**src/rtl/flash_read_sequencer.sv**
```systemverilog
// Block-read sequencer for the SPI flash read controller: one enable window per word,
// captured words are buffered in a small FIFO and handed downstream over valid/ready.
module flash_read_sequencer #(
    parameter int ADDR_WIDTH    = 24,
    parameter int WORD_BITS     = 16,
    parameter int CMD_ADDR_BITS = 32,
    parameter int CS_GAP        = 2,
    parameter int FIFO_DEPTH    = 4
) (
    input  logic                  Clock,
    input  logic                  Reset,
    input  logic                  iStart,
    input  logic [ADDR_WIDTH-1:0] iBaseAddress,
    input  logic [15:0]           iWordCount,
    output logic                  oBusy,
    output logic                  oDone,
    output logic                  oFlashEnable,
    output logic [ADDR_WIDTH-1:0] oFlashAddress,
    input  logic [WORD_BITS-1:0]  iFlashData,
    output logic                  oWordValid,
    output logic [WORD_BITS-1:0]  oWord,
    input  logic                  iWordReady
);

    localparam int XFER_CYCLES = CMD_ADDR_BITS + WORD_BITS;
    localparam int XCNT_W      = $clog2(XFER_CYCLES);
    // CAPTURE and the WAIT_SPACE decision cycle are both gap cycles, so GAP covers the rest.
    localparam int GAP_CYCLES  = (CS_GAP > 2) ? CS_GAP - 2 : 0;
    localparam int GAP_W       = $clog2(CS_GAP + 1);
    localparam int PTR_W       = $clog2(FIFO_DEPTH);
    localparam int CNT_W       = PTR_W + 1;
    localparam logic [ADDR_WIDTH-1:0] ADDR_STEP = ADDR_WIDTH'(WORD_BITS / 8);

    typedef enum logic [2:0] {
        IDLE,
        WAIT_SPACE,
        XFER,
        CAPTURE,
        GAP
    } state_t;

    state_t                state;
    state_t                state_next;
    logic [XCNT_W-1:0]     xfer_cnt;
    logic [GAP_W-1:0]      gap_cnt;
    logic [ADDR_WIDTH-1:0] addr;
    logic [15:0]           remaining;
    logic                  done;

    logic [WORD_BITS-1:0]  mem [FIFO_DEPTH];
    logic [PTR_W-1:0]      rd_ptr;
    logic [PTR_W-1:0]      wr_ptr;
    logic [CNT_W-1:0]      fifo_count;

    logic accept;
    logic push;
    logic pop;
    logic has_space;
    logic xfer_last;
    logic gap_last;
    logic last_word;

    // A request is ignored while the completion pulse of the previous one is still out.
    assign accept    = (state == IDLE) && iStart && !done;
    assign push      = (state == CAPTURE);
    assign pop       = (fifo_count != '0) && iWordReady;
    assign has_space = (fifo_count < CNT_W'(FIFO_DEPTH));
    assign xfer_last = (xfer_cnt == XCNT_W'(XFER_CYCLES - 1));
    assign gap_last  = (int'(gap_cnt) >= GAP_CYCLES - 1);
    assign last_word = (remaining == 16'd1);

    always_comb begin
        state_next = state;
        case (state)
            IDLE:       if (accept && iWordCount != 16'd0) state_next = WAIT_SPACE;
            WAIT_SPACE: if (has_space) state_next = XFER;
            XFER:       if (xfer_last) state_next = CAPTURE;
            CAPTURE: begin
                if (last_word)            state_next = IDLE;
                else if (GAP_CYCLES == 0) state_next = WAIT_SPACE;
                else                      state_next = GAP;
            end
            GAP:        if (gap_last) state_next = WAIT_SPACE;
            default:    state_next = IDLE;
        endcase
    end

    always_ff @(posedge Clock) begin
        if (Reset) begin
            state      <= IDLE;
            xfer_cnt   <= '0;
            gap_cnt    <= '0;
            addr       <= '0;
            remaining  <= '0;
            done       <= 1'b0;
            rd_ptr     <= '0;
            wr_ptr     <= '0;
            fifo_count <= '0;
        end else begin
            state    <= state_next;
            xfer_cnt <= (state == XFER) ? xfer_cnt + XCNT_W'(1) : '0;
            gap_cnt  <= (state == GAP) ? gap_cnt + GAP_W'(1) : '0;
            done     <= (accept && iWordCount == 16'd0) || (push && last_word);

            if (accept) begin
                addr      <= iBaseAddress;
                remaining <= iWordCount;
            end else if (push) begin
                addr      <= addr + ADDR_STEP;
                remaining <= remaining - 16'd1;
            end

            if (push) wr_ptr <= wr_ptr + PTR_W'(1);
            if (pop)  rd_ptr <= rd_ptr + PTR_W'(1);
            case ({push, pop})
                2'b10:   fifo_count <= fifo_count + CNT_W'(1);
                2'b01:   fifo_count <= fifo_count - CNT_W'(1);
                default: fifo_count <= fifo_count;
            endcase
        end
    end

    always_ff @(posedge Clock) begin
        if (push) mem[wr_ptr] <= iFlashData;
    end

    assign oBusy         = (state != IDLE) || done;
    assign oDone         = done;
    assign oFlashEnable  = (state == XFER);
    assign oFlashAddress = addr;
    assign oWordValid    = (fifo_count != '0);
    assign oWord         = oWordValid ? mem[rd_ptr] : '0;

endmodule

```
**config.mk**
```make
export PLATFORM = sky130hd
export DESIGN_NAME = flash_read_sequencer
export DESIGN_NICKNAME = d
export VERILOG_FILES = /design/src/rtl/flash_read_sequencer.sv
export SDC_FILE = /design/constraint.sdc
export NUM_CORES = 1
export LEC_CHECK = 0
export BUFFER_PORTS_ARGS = -buffer_cell sky130_fd_sc_hd__buf_2
export CAP_MARGIN = 25
export CORE_ASPECT_RATIO = 1.1
export CORE_MARGIN = 2
export CORE_UTILIZATION = 55
export CTS_CLUSTER_DIAMETER = 50
export CTS_CLUSTER_SIZE = 20
export DETAILED_ROUTE_END_ITERATION = 8
export PLACE_DENSITY_LB_ADDON = 0.2
export SLEW_MARGIN = 20
export SYNTH_ARGS = -nofsm -noshare
export SYNTH_HDL_FRONTEND = slang
export SYNTH_SLANG_ARGS = --single-unit
export TNS_END_PERCENT = 100
```
**constraint.sdc**
```tcl
create_clock -name Clock -period 2.7 [get_ports Clock]
set_input_delay 0.27 -clock Clock [delete_from_list [all_inputs] [get_ports Clock]]
set_output_delay 0.27 -clock Clock [all_outputs]
set_load 0.02 [all_outputs]
```
==> summary.md, run 1 <==
| Metric | Value |
|---|---|
| Outcome | finished clean |
| Filler cells | just over 700 |
| Final total power | 0.006324 W |
| Combinational power share | 25.2% |
| Warnings from Yosys | 0 |
| IO Pins | 104 |
| # H-tree levels | 4 |
| CP endpoint kind | flop |
| Syn Area/Cell | 11.67 um2 |
| Fin crit share | 92.11% |
| Max rail drop VDD | 0.6079 mV |
| Clk_lat worst skew | roughly 0.51 ns |
| Cell taking the most area after synthesis | edfxtp_1 |
| WHS Path Cells | 3 |
| Ant. Diodes | 0 |
| Critical path, cell by cell | ha_1 -> buf_4 -> inv_1 -> ha_1 -> inv_1 -> fa_1 -> xor2_1 -> or3_1 -> a21oi_1 |
| Starting Density | 56.41% |
| Register-to-register setup slack | 0.21 ns |
| Num CTS Buffers | 17 |
| Port bufs | 103 |
| Reg2reg start | state[0] |
| Top cells by area, synth | edfxtp_1 (34%), dfxtp_1 (21%), mux4_2 (6.5%) |
| DRT Pass-1 Iters | 5 |
| Worst slack, placed | 0.2908 ns |
| Initial antenna violation count | 0 |
| FF+latch count, synth | around 120 |
| Dpl cell area | 0.006242 mm2 |
| Max Slew Vio Count | 0 |
| Commonest cells after routing, fill and taps aside | buf_2 (103), edfxtp_1 (64), dfxtp_1 (58) |
| Dpl hpwl | 8152 um |
| RR Endpoint | fifo_count[2] |
| CP required | 3.12 ns |
| Reg power frac | just under 40% |
| Core ar. | approximately 0.0099 mm2 |
| Yosys cell types | 49 |
| Syn Nets | 552 |
| Initial DRC Count | 188 |
| Post-Syn Area | between 0.005 and 0.006 mm2 |
| Hold Vio Cnt, Final | 0 |
| Ys async rst share | 0% |
| Max-cap violations | 0 |
| Hold EP | oFlashAddress[19] |
| Final setup violating endpoints | 0 |
| Clk pin slew, worst setup/hold paths | about 0.060 ns |
| Hold WC Path Type | input pin to flop |
| Internal Power | ~0.0042 W |
| CP Data Arrival Time | 2.90 ns |
| P&R area growth vs syn | 25.57% |
| Post-Syn Instances | 478 |
| Post-Layout Cell Count | around 740 |
| CTS sink cnt | 122 |
| Post-synth top area share | 34.45% |
| Commonest non-fill, non-tap cell in the layout | buf_2 |
| Post-Place Cells | 688 |
| Vias in the first global route | 4134 |
| RSZ-0062 raised after global routing | no |
| NetSw | 0.002076 W |
| Vias per cell | 5.726 |
| Worst-case clock skew | 0.008705 ns |
| First-pass GRT wire length | 19580 um |
| Nature of the critical path startpoint | flop |
| Category of the most critical setup path | flop to flop |
| Worst Max-Slew Pin Slew | 0.5335 ns |
| Reg2reg path depth | 9 |
| Layout cells sized above 1 | ~28% |
| Setup TNS | 0 ns |
| Clock power share | 36.1% |
| WL final | around 12000 um |
| Sw Share | approximately 33% |
| Critical path's largest stage delay | 0.37 ns |
| Drt drc | 0 |
| Hold path startpoint | iBaseAddress[19] |
| Tmin final | 2.487 ns |
| Largest net degree at the start of global routing | 40 |
| Sequential fraction of the synthesis area | 55.26% |
| Post-synth EDFFs | 64 |
| CTS Buffer Depth | 2 |
| CTS tree | done |
| DR vias | 4214 |
| Die area | 0.01097 mm2 |
| Top FF cell, synth | edfxtp_1 |
| Die H | approximately 110 um |
| Final antenna-violating net count | 0 |
| Pwr Density | 902.7 mW/mm2 |
| Final setup margin | 0.2130 ns |
| CP max-delay cell | fa_1 |
| Max Clk Rate | 402.1 MHz |
| Wire length per cell | 16.57 um |
| All-Layer GR Usage | a little under a quarter |
| Worst-path fanout max | 10 |
| Die X | 100.0 um |
| Leak pwr | between 2 and 3 nW |
| Remaining Overflow, GRT | 0 |
| Clock Root Buffer | clkbuf_8 |
| Row count | 38 |
| Final Cell Area | ~0.007 mm2 |
| Nets | 677 |
| Postcts setup bufs | 0 |
| GP Congestion | between 0.8 and 0.9 |
| Slew margin rel. | 64.24% |
-- registers in the layout (all words and copies together) (netlist names), named ones only --
register and cells:
rd_ptr 2, state 2, wr_ptr 2, oDone 1, remaining 16, mem 64
xfer_cnt 6, oFlashAddress 24, fifo_count 3
-- what timing repair did --
item / in CTS / in global routing
hold endpoints to repair: 64 / 0
gates resized for setup: 0 / 0
hold buffers: 16 / 0
-- worst max-delay path by stage --
stage	depth (start not counted)	from	to	slack, ns
6_report	9	state[0]	fifo_count[2]	0.21
5_1_grt	9	state[1]	fifo_count[2]	0.09
4_1_cts	9	state[0]	fifo_count[2]	0.22
3_5_place_dp	9	state[1]	fifo_count[2]	0.29
3_3_place_gp	9	state[0]	fifo_count[2]	0.46
2_1_floorplan	9	state[0]	fifo_count[2]	0.60
-- cell usage after synthesis (7+ instances only) --
cell / number
and3_1: 8
nand2_1: 20
clkbuf_1: 24
or4_1: 7
and2_1: 21
a311oi_1: 11
nor2_1: 55
nor3_1: 7
a211oi_1: 24
a21oi_1: 10
edfxtp_1: 64
inv_1: 13
dfxtp_1: 58
nand4_1: 12
mux4_2: 16
ha_1: 13
o31ai_1: 7
xor2_1: 17
nand3_1: 14
or3_1: 7
nor4_1: 9
xnor2_1: 14
-- worst max-delay path, delay by kind of cell, from the launching register on --
| family | cells | cell delay (ns) |
|---|---|---|
| adders and majority gates | 3 | 0.92 |
| buffers and inverters | 3 | 0.43 |
| and+or+nand+nor | 1 | 0.33 |
| xor gates and xnor gates | 1 | 0.16 |
| DFF | 1 | 0.33 |
| AOI/OAI and AO/OA | 1 | 0.22 |
-- layout make-up --
type	instances	area, um2	area share (%)
well taps	120	150.1	2.143
repair buffers	132	773.2	11.04
multi-input cells	317	2347	33.51
flip-flops and latches	122	3083	44.01
inverters	13	48.80	0.6966
clock buffers	18	417.9	5.965
clock inverters	14	185.2	2.643
-- through the flow --
step,hold WS (ns),utilization [%]
finish,0.02270,70.84
global route,0.004965,70.84
CTS,0.006415,70.84
detailed placement,0.4486,63.12
global placement,0.4296,63.12
floorplan,0.3689,-
-- power groups by stage --
stage | logic [W] | registers (W) | clock network [W]
after CTS | 0.00160 | 0.00244 | 0.00232
final | 0.00160 | 0.00245 | 0.00228
after floorplan | 0.00101 | 0.00254 | 0
after global placement | 0.00154 | 0.00246 | 0
after global routing | 0.00176 | 0.00248 | 0.00242
after detailed placement | 0.00157 | 0.00248 | 0
-- metal layers --
metal	up-vias	global-route usage [%]	routed length, um
li1	2053	-	-
met1	1979	27.12	5171
met2	166	40.64	6130
met3	16	6.294	711
met4	0	8.904	180
met5	-	0	0
-- logic make-up after synthesis --
group,after synthesis,synth area share [%]
buf+inv,39,2.669
xor+xnor,31,4.867
fa+ha+maj,14,3.274
flops,122,55.26
compound gates,67,8.679
simple gates,186,18.26
mux,19,6.997
Power figures use the tool's default switching activity.
==> run 2, diff against run 1 <==
CORE_UTILIZATION = 40   (was 55)
==> run 2 against run 1 <==
- non-clock buffer count decreased by 14
- via count shrank 1.7%
- first-iteration DRC count is 18% higher
- sequential cell count did not move
- highest routed layer unchanged
- count of clock-buffer cells in the layout increased by 1
- hold slack gained 0.047 ns
- critical path depth is 4 lower
- largest power group unchanged
- sequential power is essentially flat
- design area is 0.46% lower
- global-route usage decreased by 5.4 points
- critical endpoint is now remaining[13]
- sequential share of layout area grew 0.21 points
- die area is 36% higher
==> summary.md, run 2 (synthesized netlist as in run 1, its figures left out) <==
| Metric | Value |
|---|---|
| Setup TNS | 0 ns (unchanged) |
| All-Layer GR Usage | 17.77% (-5.4 points) |
| Nature of the critical path startpoint | flop |
| Tmin final | 2.353 ns (-0.1337 ns) |
| RSZ-0062 raised after global routing | no |
| Final antenna-violating net count | 0 (unchanged) |
| Gates resized, CTS repair | 0 (unchanged) |
| WL final | 12670 um (+3.9%) |
| Commonest non-fill, non-tap cell in the layout | buf_2 |
| CP Data Arrival Time | 2.67 ns (-0.23 ns) |
| Nets | 663 (-2.1%) |
| Ant. Diodes | 0 (unchanged) |
| Clk_lat worst skew | 0.41 ns (-0.10 ns) |
| Commonest cells after routing, fill and taps aside | buf_2 (103), edfxtp_1 (64), dfxtp_1 (58) |
| Die area | 0.01491 mm2 (+36%) |
| Top reg by flops | mem |
| Post-Layout Cell Count | 790 (+7.3%) |
| Remaining Overflow, GRT | 0 (unchanged) |
| Hold Buf Count CTS | 0 (-16) |
| Dpl hpwl | 8617 um (+5.7%) |
| Internal Power | 0.004386 W (+3.3%) |
| Fin crit share | 87.16% (-5.0 points) |
| Largest delay share family, worst path | simple AND/OR/NAND/NOR gates |
| Reg power frac | 38.3% (-0.4 points) |
| P&R area growth vs syn | 24.98% |
| Worst-case clock skew | 0.006294 ns (-0.002411 ns) |
| # H-tree levels | 4 (unchanged) |
| Initial DRC Count | 222 (+18%) |
| Critical path's largest stage delay | 0.49 ns (+0.12 ns) |
| Die X | 116.6 um (+17%) |
| IO Pins | 104 (unchanged) |
| Drt drc | 0 (unchanged) |
| Slew margin rel. | 52.44% (-12 points) |
| Post-Place Cells | 758 (+10%) |
| NetSw | 0.002034 W (-2.0%) |
| Die H | 127.9 um (+17%) |
| CTS tree | done |
| Critical path, cell by cell | ha_1 -> buf_4 -> or3b_2 -> or4_1 -> a311oi_1 |
| Vias in the first global route | 4027 (-2.6%) |
| Clk pin slew, worst setup/hold paths | 0.05 ns (about the same) |
| Largest net degree at the start of global routing | 56 (+40%) |
| Worst-path fanout max | 11 (+1) |
| Layout cells sized above 1 | 28.74% (+0.82 points) |
| Filler cells | 1253 (+73%) |
| Num CTS Buffers | 17 (unchanged) |
| Category of the most critical setup path | flop to flop |
| CP max-delay cell | or3b_2 |
| Wire length per cell | 16.04 um (-3.2%) |
| Max-cap violations | 0 (unchanged) |
| Worst Max-Slew Pin Slew | 0.7112 ns (+0.1778 ns) |
| DRT Pass-1 Iters | 5 (unchanged) |
| CTS sink cnt | 122 (unchanged) |
| Row count | 45 (+18%) |
| GP Congestion | 0.8006 (-1.9%) |
| Hold WC Path Type | input pin to flop |
| DR vias | 4143 (-1.7%) |
| Vias per cell | 5.244 (-8.4%) |
| Max Clk Rate | 424.9 MHz (+5.7%) |
| Max FFs per register | 64 (unchanged) |
| Core ar. | 0.01374 mm2 (+39%) |
| Final setup violating endpoints | 0 (unchanged) |
| Initial antenna violation count | 0 (unchanged) |
| CP endpoint kind | flop |
| First-pass GRT wire length | 20180 um (+3.0%) |
| CTS Buffer Depth | 2 (unchanged) |
| CP required | 3.02 ns (-0.10 ns) |
| Clock Root Buffer | clkbuf_16 |
| Buf+Inv Stages, Crit Path | 1 (-2) |
| Outcome | finished clean |
| Pwr Density | 920.7 mW/mm2 (+2.0%) |
| Leak pwr | 2.565 nW (-1.7%) |
| Max rail drop VDD | 0.3689 mV (-39%) |
| Hold Vio Cnt, Final | 0 (unchanged) |
| Max Slew Vio Count | 0 (unchanged) |
| Sw Share | 31.68% (-1.2 points) |
| Combinational power share | 24.9% (-0.3 points) |
| Clock power share | 36.8% (+0.7 points) |
| Starting Density | 40.61% (-16 points) |
| Port bufs | 103 (unchanged) |
| Postcts setup bufs | 0 (unchanged) |
## run 2: layer usage
metal	vias to the layer above	track usage [%]	routed length [um]
li1	2022	-	-
met1	2011	22.65	5791
met5	-	0	0
met4	0	6.505	162
met2	95	28.83	6120
met3	15	5.012	595
## run 2: per-stage QoR
stage | utilization (%) | cell area, um2 | total power, W | hold WS (ns) | worst slack, ns
after detailed placement | 46.26 | 6355 | 0.004098 | 0.4497 | 0.3160
after CTS | 50.76 | 6973 | 0.006476 | 0.05758 | 0.3217
after global routing | 50.76 | 6973 | 0.006774 | 0.06073 | 0.1396
after floorplan | - | 5579 | 0.003548 | 0.3689 | 0.6037
final | 50.76 | 6973 | 0.006420 | 0.06985 | 0.3467
after global placement | 46.26 | 6355 | 0.004066 | 0.4293 | 0.4711
## run 2: power groups by stage
stage / clock network, W / logic (W) / registers, W
6_report: 0.00236 / 0.00160 / 0.00246
5_1_grt: 0.00249 / 0.00179 / 0.00250
4_1_cts: 0.00241 / 0.00162 / 0.00245
3_5_place_dp: 0 / 0.00161 / 0.00249
3_3_place_gp: 0 / 0.00158 / 0.00248
2_1_floorplan: 0 / 0.00101 / 0.00254
## run 2: worst paths after layout
path | startpoint | end | slack (ns) | cells after the start
worst min register to register | xfer_cnt[0] | xfer_cnt[0] | 0.46 | 1
worst max-delay path | state[1] | remaining[13] | 0.35 | 5
worst max register to register | state[1] | remaining[13] | 0.35 | 5
worst min-delay path | iFlashData[7] | mem[2][7] | 0.07 | 1
## run 2: layout make-up
| class | count | area (um2) | share of cell area (%) |
|---|---|---|---|
| multi-input cells | 317 | 2347 | 33.66 |
| well taps | 188 | 235.2 | 3.373 |
| clock buffers | 19 | 442.9 | 6.352 |
| inverters | 13 | 48.80 | 0.6998 |
| clock inverters | 13 | 175.2 | 2.512 |
| flip-flops and latches | 122 | 3083 | 44.21 |
| repair buffers | 118 | 640.6 | 9.187 |
